[config.mk]
export PLATFORM = sky130hd
export DESIGN_NAME = fetch_decode
export DESIGN_NICKNAME = d
export VERILOG_FILES = /design/src/rtl/fetch_decode.sv
export SDC_FILE = /design/constraint.sdc
export NUM_CORES = 1
export LEC_CHECK = 0
export ABC_AREA = 1
export ABC_CLOCK_PERIOD_IN_PS = 3400
export CAP_MARGIN = 0
export CORE_ASPECT_RATIO = 0.6
export CORE_MARGIN = 2
export CORE_UTILIZATION = 65
export CTS_BUF_LIST = sky130_fd_sc_hd__clkbuf_8
export CTS_CLUSTER_DIAMETER = 80
export DETAILED_ROUTE_END_ITERATION = 6
export PLACE_DENSITY = 0.86
export SLEW_MARGIN = 10
export SYNTH_ARGS = -nofsm -noshare
export SYNTH_HDL_FRONTEND = slang
export SYNTH_SLANG_ARGS = --single-unit
[constraint.sdc]
create_clock -name clk -period 3.4 [get_ports clk]
set_clock_uncertainty 0.1 [all_clocks]
set_input_delay 1.02 -clock clk [delete_from_list [all_inputs] [get_ports clk]]
set_output_delay 1.02 -clock clk [all_outputs]
set_load 0.01 [all_outputs]
[src/rtl/fetch_decode.sv]
// Fetch/decode front end: small instruction memory, PC, instruction register
// and a four-state sequencer that issues decoded fields with a ready handshake.
module fetch_decode #(
    parameter int PC_WIDTH = 4
) (
    input  logic                clk,
    input  logic                reset,
    input  logic                prog_we,
    input  logic [PC_WIDTH-1:0] prog_addr,
    input  logic [7:0]          prog_data,
    input  logic                start,
    input  logic                exec_ready,
    output logic [1:0]          op_code,
    output logic [1:0]          dest_addr,
    output logic [1:0]          src_addr1,
    output logic [1:0]          src_addr2,
    output logic                instr_valid,
    output logic [PC_WIDTH-1:0] pc,
    output logic                busy,
    output logic                halted
);

    localparam logic [1:0] S_IDLE  = 2'd0;
    localparam logic [1:0] S_FETCH = 2'd1;
    localparam logic [1:0] S_ISSUE = 2'd2;
    localparam logic [1:0] S_HALT  = 2'd3;

    localparam logic [1:0] OP_HALT = 2'b11;

    logic [1:0]          state_q, state_d;
    logic [PC_WIDTH-1:0] pc_q, pc_d;
    logic [7:0]          ir_q, ir_d;
    logic                prime_q, prime_d;
    logic                mem_we;
    logic                is_halt_op;

    logic [7:0] imem [2**PC_WIDTH];

    assign mem_we     = prog_we && (state_q == S_IDLE || state_q == S_HALT);
    assign is_halt_op = (ir_q[7:6] == OP_HALT);

    // Program memory is deliberately outside the reset domain.
    always_ff @(posedge clk) begin
        if (mem_we) begin
            imem[prog_addr] <= prog_data;
        end
    end

    always_comb begin
        state_d = state_q;
        pc_d    = pc_q;
        ir_d    = ir_q;
        prime_d = prime_q;
        case (state_q)
            S_IDLE, S_HALT: begin
                if (start) begin
                    pc_d    = '0;
                    prime_d = 1'b1;
                    state_d = S_FETCH;
                end
            end
            S_FETCH: begin
                // First fetch after start waits one cycle for write turnaround.
                if (prime_q) begin
                    prime_d = 1'b0;
                end else begin
                    ir_d    = imem[pc_q];
                    state_d = S_ISSUE;
                end
            end
            S_ISSUE: begin
                if (is_halt_op) begin
                    state_d = S_HALT;
                end else if (exec_ready) begin
                    pc_d    = pc_q + 1'b1;
                    state_d = S_FETCH;
                end
            end
            default: state_d = S_IDLE;
        endcase
    end

    always_ff @(posedge clk or posedge reset) begin
        if (reset) begin
            state_q <= S_IDLE;
            pc_q    <= '0;
            ir_q    <= '0;
            prime_q <= 1'b0;
        end else begin
            state_q <= state_d;
            pc_q    <= pc_d;
            ir_q    <= ir_d;
            prime_q <= prime_d;
        end
    end

    assign op_code     = ir_q[7:6];
    assign dest_addr   = ir_q[5:4];
    assign src_addr1   = ir_q[3:2];
    assign src_addr2   = ir_q[1:0];
    assign instr_valid = (state_q == S_ISSUE) && !is_halt_op;
    assign pc          = pc_q;
    assign busy        = (state_q == S_FETCH) || (state_q == S_ISSUE);
    assign halted      = (state_q == S_HALT);

endmodule
==> Flow_metrics.wiki, run 1 <==
{| class="wikitable"
! Metric !! Value
|-
| Run status || completed
|-
| Hold buffer count at cts || 0
|-
| Overall global routing resource usage || between 20% and 30%
|-
| Area growth, synth to finish || 11.71%
|-
| Gr ovfl total || 0
|-
| Area used by multi-input combinational logic || 1488 um^2
|-
| Measured slew at the worst slew-check pin || 1.145 ns
|-
| Router iterations before antenna repair || 5
|-
| Yosys cell types || 21
|-
| TritonCTS Buffers || 17
|-
| Register area || 4220 um^2
|-
| I/O pin count || 32
|-
| Nature of the critical path startpoint || flop
|-
| TritonCTS clock tree || yes
|-
| WL per Instance || roughly 19 um
|-
| Ys Warns || 0
|-
| Finish-stage setup viols || 0
|-
| Height of the die || 78.05 um
|-
| Post-cts gate resize count || 0
|-
| Final wirelength || ~13000 um
|-
| Worst slack after detailed placement || 0.4639 ns
|-
| Cell count after placement || 664
|-
| Vias post-DR || 4127
|-
| Number of nets in the synthesized netlist || 556
|-
| Proportion of netlist area held by the largest area contributor || 64.71%
|-
| Final layout net count || 592
|-
| Antenna-violating nets left || 0
|-
| Count of mapped cells out of synthesis || between 500 and 600
|-
| Clock transition time at the flip-flop clock pins of the worst setup and hold paths || 0.07 ns
|-
| Max Fanout on Critical Path || 8
|-
| Worst endpoint data arrival time || around 2.0 ns
|-
| Avg Synthesized Cell Area || 11.10 um^2
|-
| PwrDens || around 700 nW/um^2
|-
| Average via count per standard cell || 5.938
|-
| Ant diodes || 0
|-
| Category of the critical setup timing path || flop to output port
|-
| FF-to-FF setup slack || 0.81 ns
|-
| Buffers added on ports || 31
|-
| Share of layout cells above drive strength 1 || 6.518%
|-
| Maximum vdd drop || 0.0004594 V
|-
| Post-route worst hold slack || 0.3887 ns
|-
| Weighted congestion reported at the end of routability-driven placement || 0.8766
|-
| Post-CTS Repair Setup Buffers || 0
|-
| Initial Utilization || 68.38%
|-
| Number of core rows || 26
|-
| Area of the core region || 8686 um^2
|-
| Non-Filler Instances || 695
|-
| Unrepaired setup endpoints after global routing || false
|-
| Synth Register Bits || 143
|-
| Max-slew violation count || 0
|-
| Chip width || about 130 um
|-
| Shortest clock period the worst path allows after layout || ~3.1 ns
|-
| H-tree depth reported by CTS || 4
|-
| Worst slew margin relative to its limit || 23.58%
|-
| Number of global-route vias before repair || between 3000 and 4000
|-
| CTS Root Buffer Type || sky130_fd_sc_hd__clkbuf_8
|-
| Final Hold Fails || 0
|-
| Count of max-cap constraint violations || 0
|-
| Die outline area || 9943 um^2
|-
| Final Cycle Share || 91.14%
|-
| CTS Sinks || approximately 140
|-
| Clock latency reported for the late side of the worst-skew pair || 0.44 ns
|-
| Sequential element share of the synthesized area || 71.03%
|-
| Leak Pwr || 0.002580 uW
|-
| Largest net degree at the start of global routing || ~70
|-
| Antenna violations before repair || 0
|-
| Capturing element type of the critical path || output port
|-
| Number of DRC markers after the initial detailed-route iteration || 598
|-
| Global-route wire length before repair || 20310 um
|-
| Maximum buffer depth of the clock tree || 2
|-
| Highest Clock Rate || 0.3227 GHz
|-
| Data required time of the worst path || 2.28 ns
|-
| Cell type with the highest aggregate area in the netlist || sky130_fd_sc_hd__edfxtp_1
|-
| Filler cell count || 539
|-
| DRC violation count after routing || 0
|-
| Tightest Hold Check Type || flop to flop
|-
| Final HPWL DP || approximately 8500 um
|-
| Total Negative Setup Slacks || 0 ns
|-
| Synth top area cells || sky130_fd_sc_hd__edfxtp_1, sky130_fd_sc_hd__nand2_1, sky130_fd_sc_hd__nand3_1
|-
| Synthesized area || between 5000 and 6000 um^2
|-
| Worst setup margin || 0.3012 ns
|}
==> metal layers <==
layer / vias to the layer above / routed length [um] / track usage (%)
met3: 35 / 1756 / 9.611
met4: 0 / 346 / 10.44
li1: 1900 / - / -
met2: 271 / 5727 / 40.27
met1: 1921 / 5350 / 41.78
met5: - / 0 / 0
==> sequential cells by signal, summed over array words and instances, names as in the netlist <==
signal / count
ir_q: 8
state_q: 2
pc: 4
prime_q: 1
imem: 128
==> per-stage QoR <==
step	utilization, %	cell area, um^2	power (uW)
final	76.39	6635	4568
after global routing	76.39	6635	4811
after CTS	76.39	6635	4546
after detailed placement	72.70	6315	3440
after global placement	72.70	6315	3385
after floorplan	-	5939	3003
==> layout make-up <==
type	count	area share [%]
sequential	143	63.61
multi-input combinational	346	22.42
inverter	23	1.339
timing repair buffer	40	5.695
clock inverter	14	1.301
clock buffer	17	3.526
tap	112	2.112
==> worst paths after layout <==
check,start,endpoint,depth (start not counted)
worst max-delay path,state_q[0],instr_valid,5
worst min-delay path,ir_q[5],ir_q[5],2
worst max register to register,pc[0],ir_q[1],9
worst min register to register,ir_q[5],ir_q[5],2
max in group asynchronous,reset,pc[0],2
min in group asynchronous,reset,pc[2],2
==> cells by family after synthesis <==
logic type	Yosys count	share of synthesized area [%]
adders and majority gates	4	0.8427
and+or+nand+nor	321	22.22
xor gates and xnor gates	1	0.1475
DFF	143	71.03
AOI/OAI and AO/OA	20	1.833
buffers and inverters	46	3.918
==> cell usage after synthesis <==
master / instances
sky130_fd_sc_hd__xor2_1: 1
sky130_fd_sc_hd__buf_1: 1
sky130_fd_sc_hd__o22ai_1: 1
sky130_fd_sc_hd__nand2_1: 207
sky130_fd_sc_hd__clkinv_1: 2
sky130_fd_sc_hd__buf_4: 5
sky130_fd_sc_hd__nor2_1: 22
sky130_fd_sc_hd__buf_2: 13
sky130_fd_sc_hd__inv_2: 4
sky130_fd_sc_hd__a211oi_2: 1
sky130_fd_sc_hd__a21oi_1: 9
sky130_fd_sc_hd__buf_6: 3
sky130_fd_sc_hd__clkbuf_1: 1
sky130_fd_sc_hd__inv_4: 1
sky130_fd_sc_hd__dfrtp_1: 15
sky130_fd_sc_hd__nand3_1: 92
sky130_fd_sc_hd__ha_1: 4
sky130_fd_sc_hd__o21ai_0: 5
sky130_fd_sc_hd__edfxtp_1: 128
sky130_fd_sc_hd__inv_1: 16
sky130_fd_sc_hd__o21ai_1: 4
==> critical path: stages, from the launching register on <==
cell and delay (ns):
sky130_fd_sc_hd__dfrtp_1 0.41, sky130_fd_sc_hd__inv_1 0.08, sky130_fd_sc_hd__ha_1 0.31, sky130_fd_sc_hd__inv_1 0.09, sky130_fd_sc_hd__nor2_1 0.11, sky130_fd_sc_hd__clkdlybuf4s50_1 0.54
==> report_power, final <==
group	internal, uW	total (uW)	switching [uW]
registers	2030	2130	102
logic	428	1310	883
clock network	544	1130	583
total	3000	4570	1570
==> layout by cell type (no fill, tap or decap), types with 3 or more instances in the layout <==
cell / count
sky130_fd_sc_hd__clkinv_1: 8
sky130_fd_sc_hd__nand2_1: 207
sky130_fd_sc_hd__o21ai_0: 5
sky130_fd_sc_hd__clkdlybuf4s50_1: 31
sky130_fd_sc_hd__clkinv_2: 3
sky130_fd_sc_hd__nor2_1: 22
sky130_fd_sc_hd__o21ai_1: 4
sky130_fd_sc_hd__ha_1: 4
sky130_fd_sc_hd__buf_4: 9
sky130_fd_sc_hd__clkbuf_8: 17
sky130_fd_sc_hd__dfrtp_1: 14
sky130_fd_sc_hd__nand3_1: 92
sky130_fd_sc_hd__inv_1: 19
sky130_fd_sc_hd__inv_2: 4
sky130_fd_sc_hd__edfxtp_1: 128
sky130_fd_sc_hd__a21oi_1: 9
Note: power is estimated with default switching activity, not from simulation.
==> inputs of run 2 (changes only) <==
TNS_END_PERCENT = 5   (was not set)
==> results of run 2 <==
No change in the layout: final DEF, timing and power equal those of run 1.
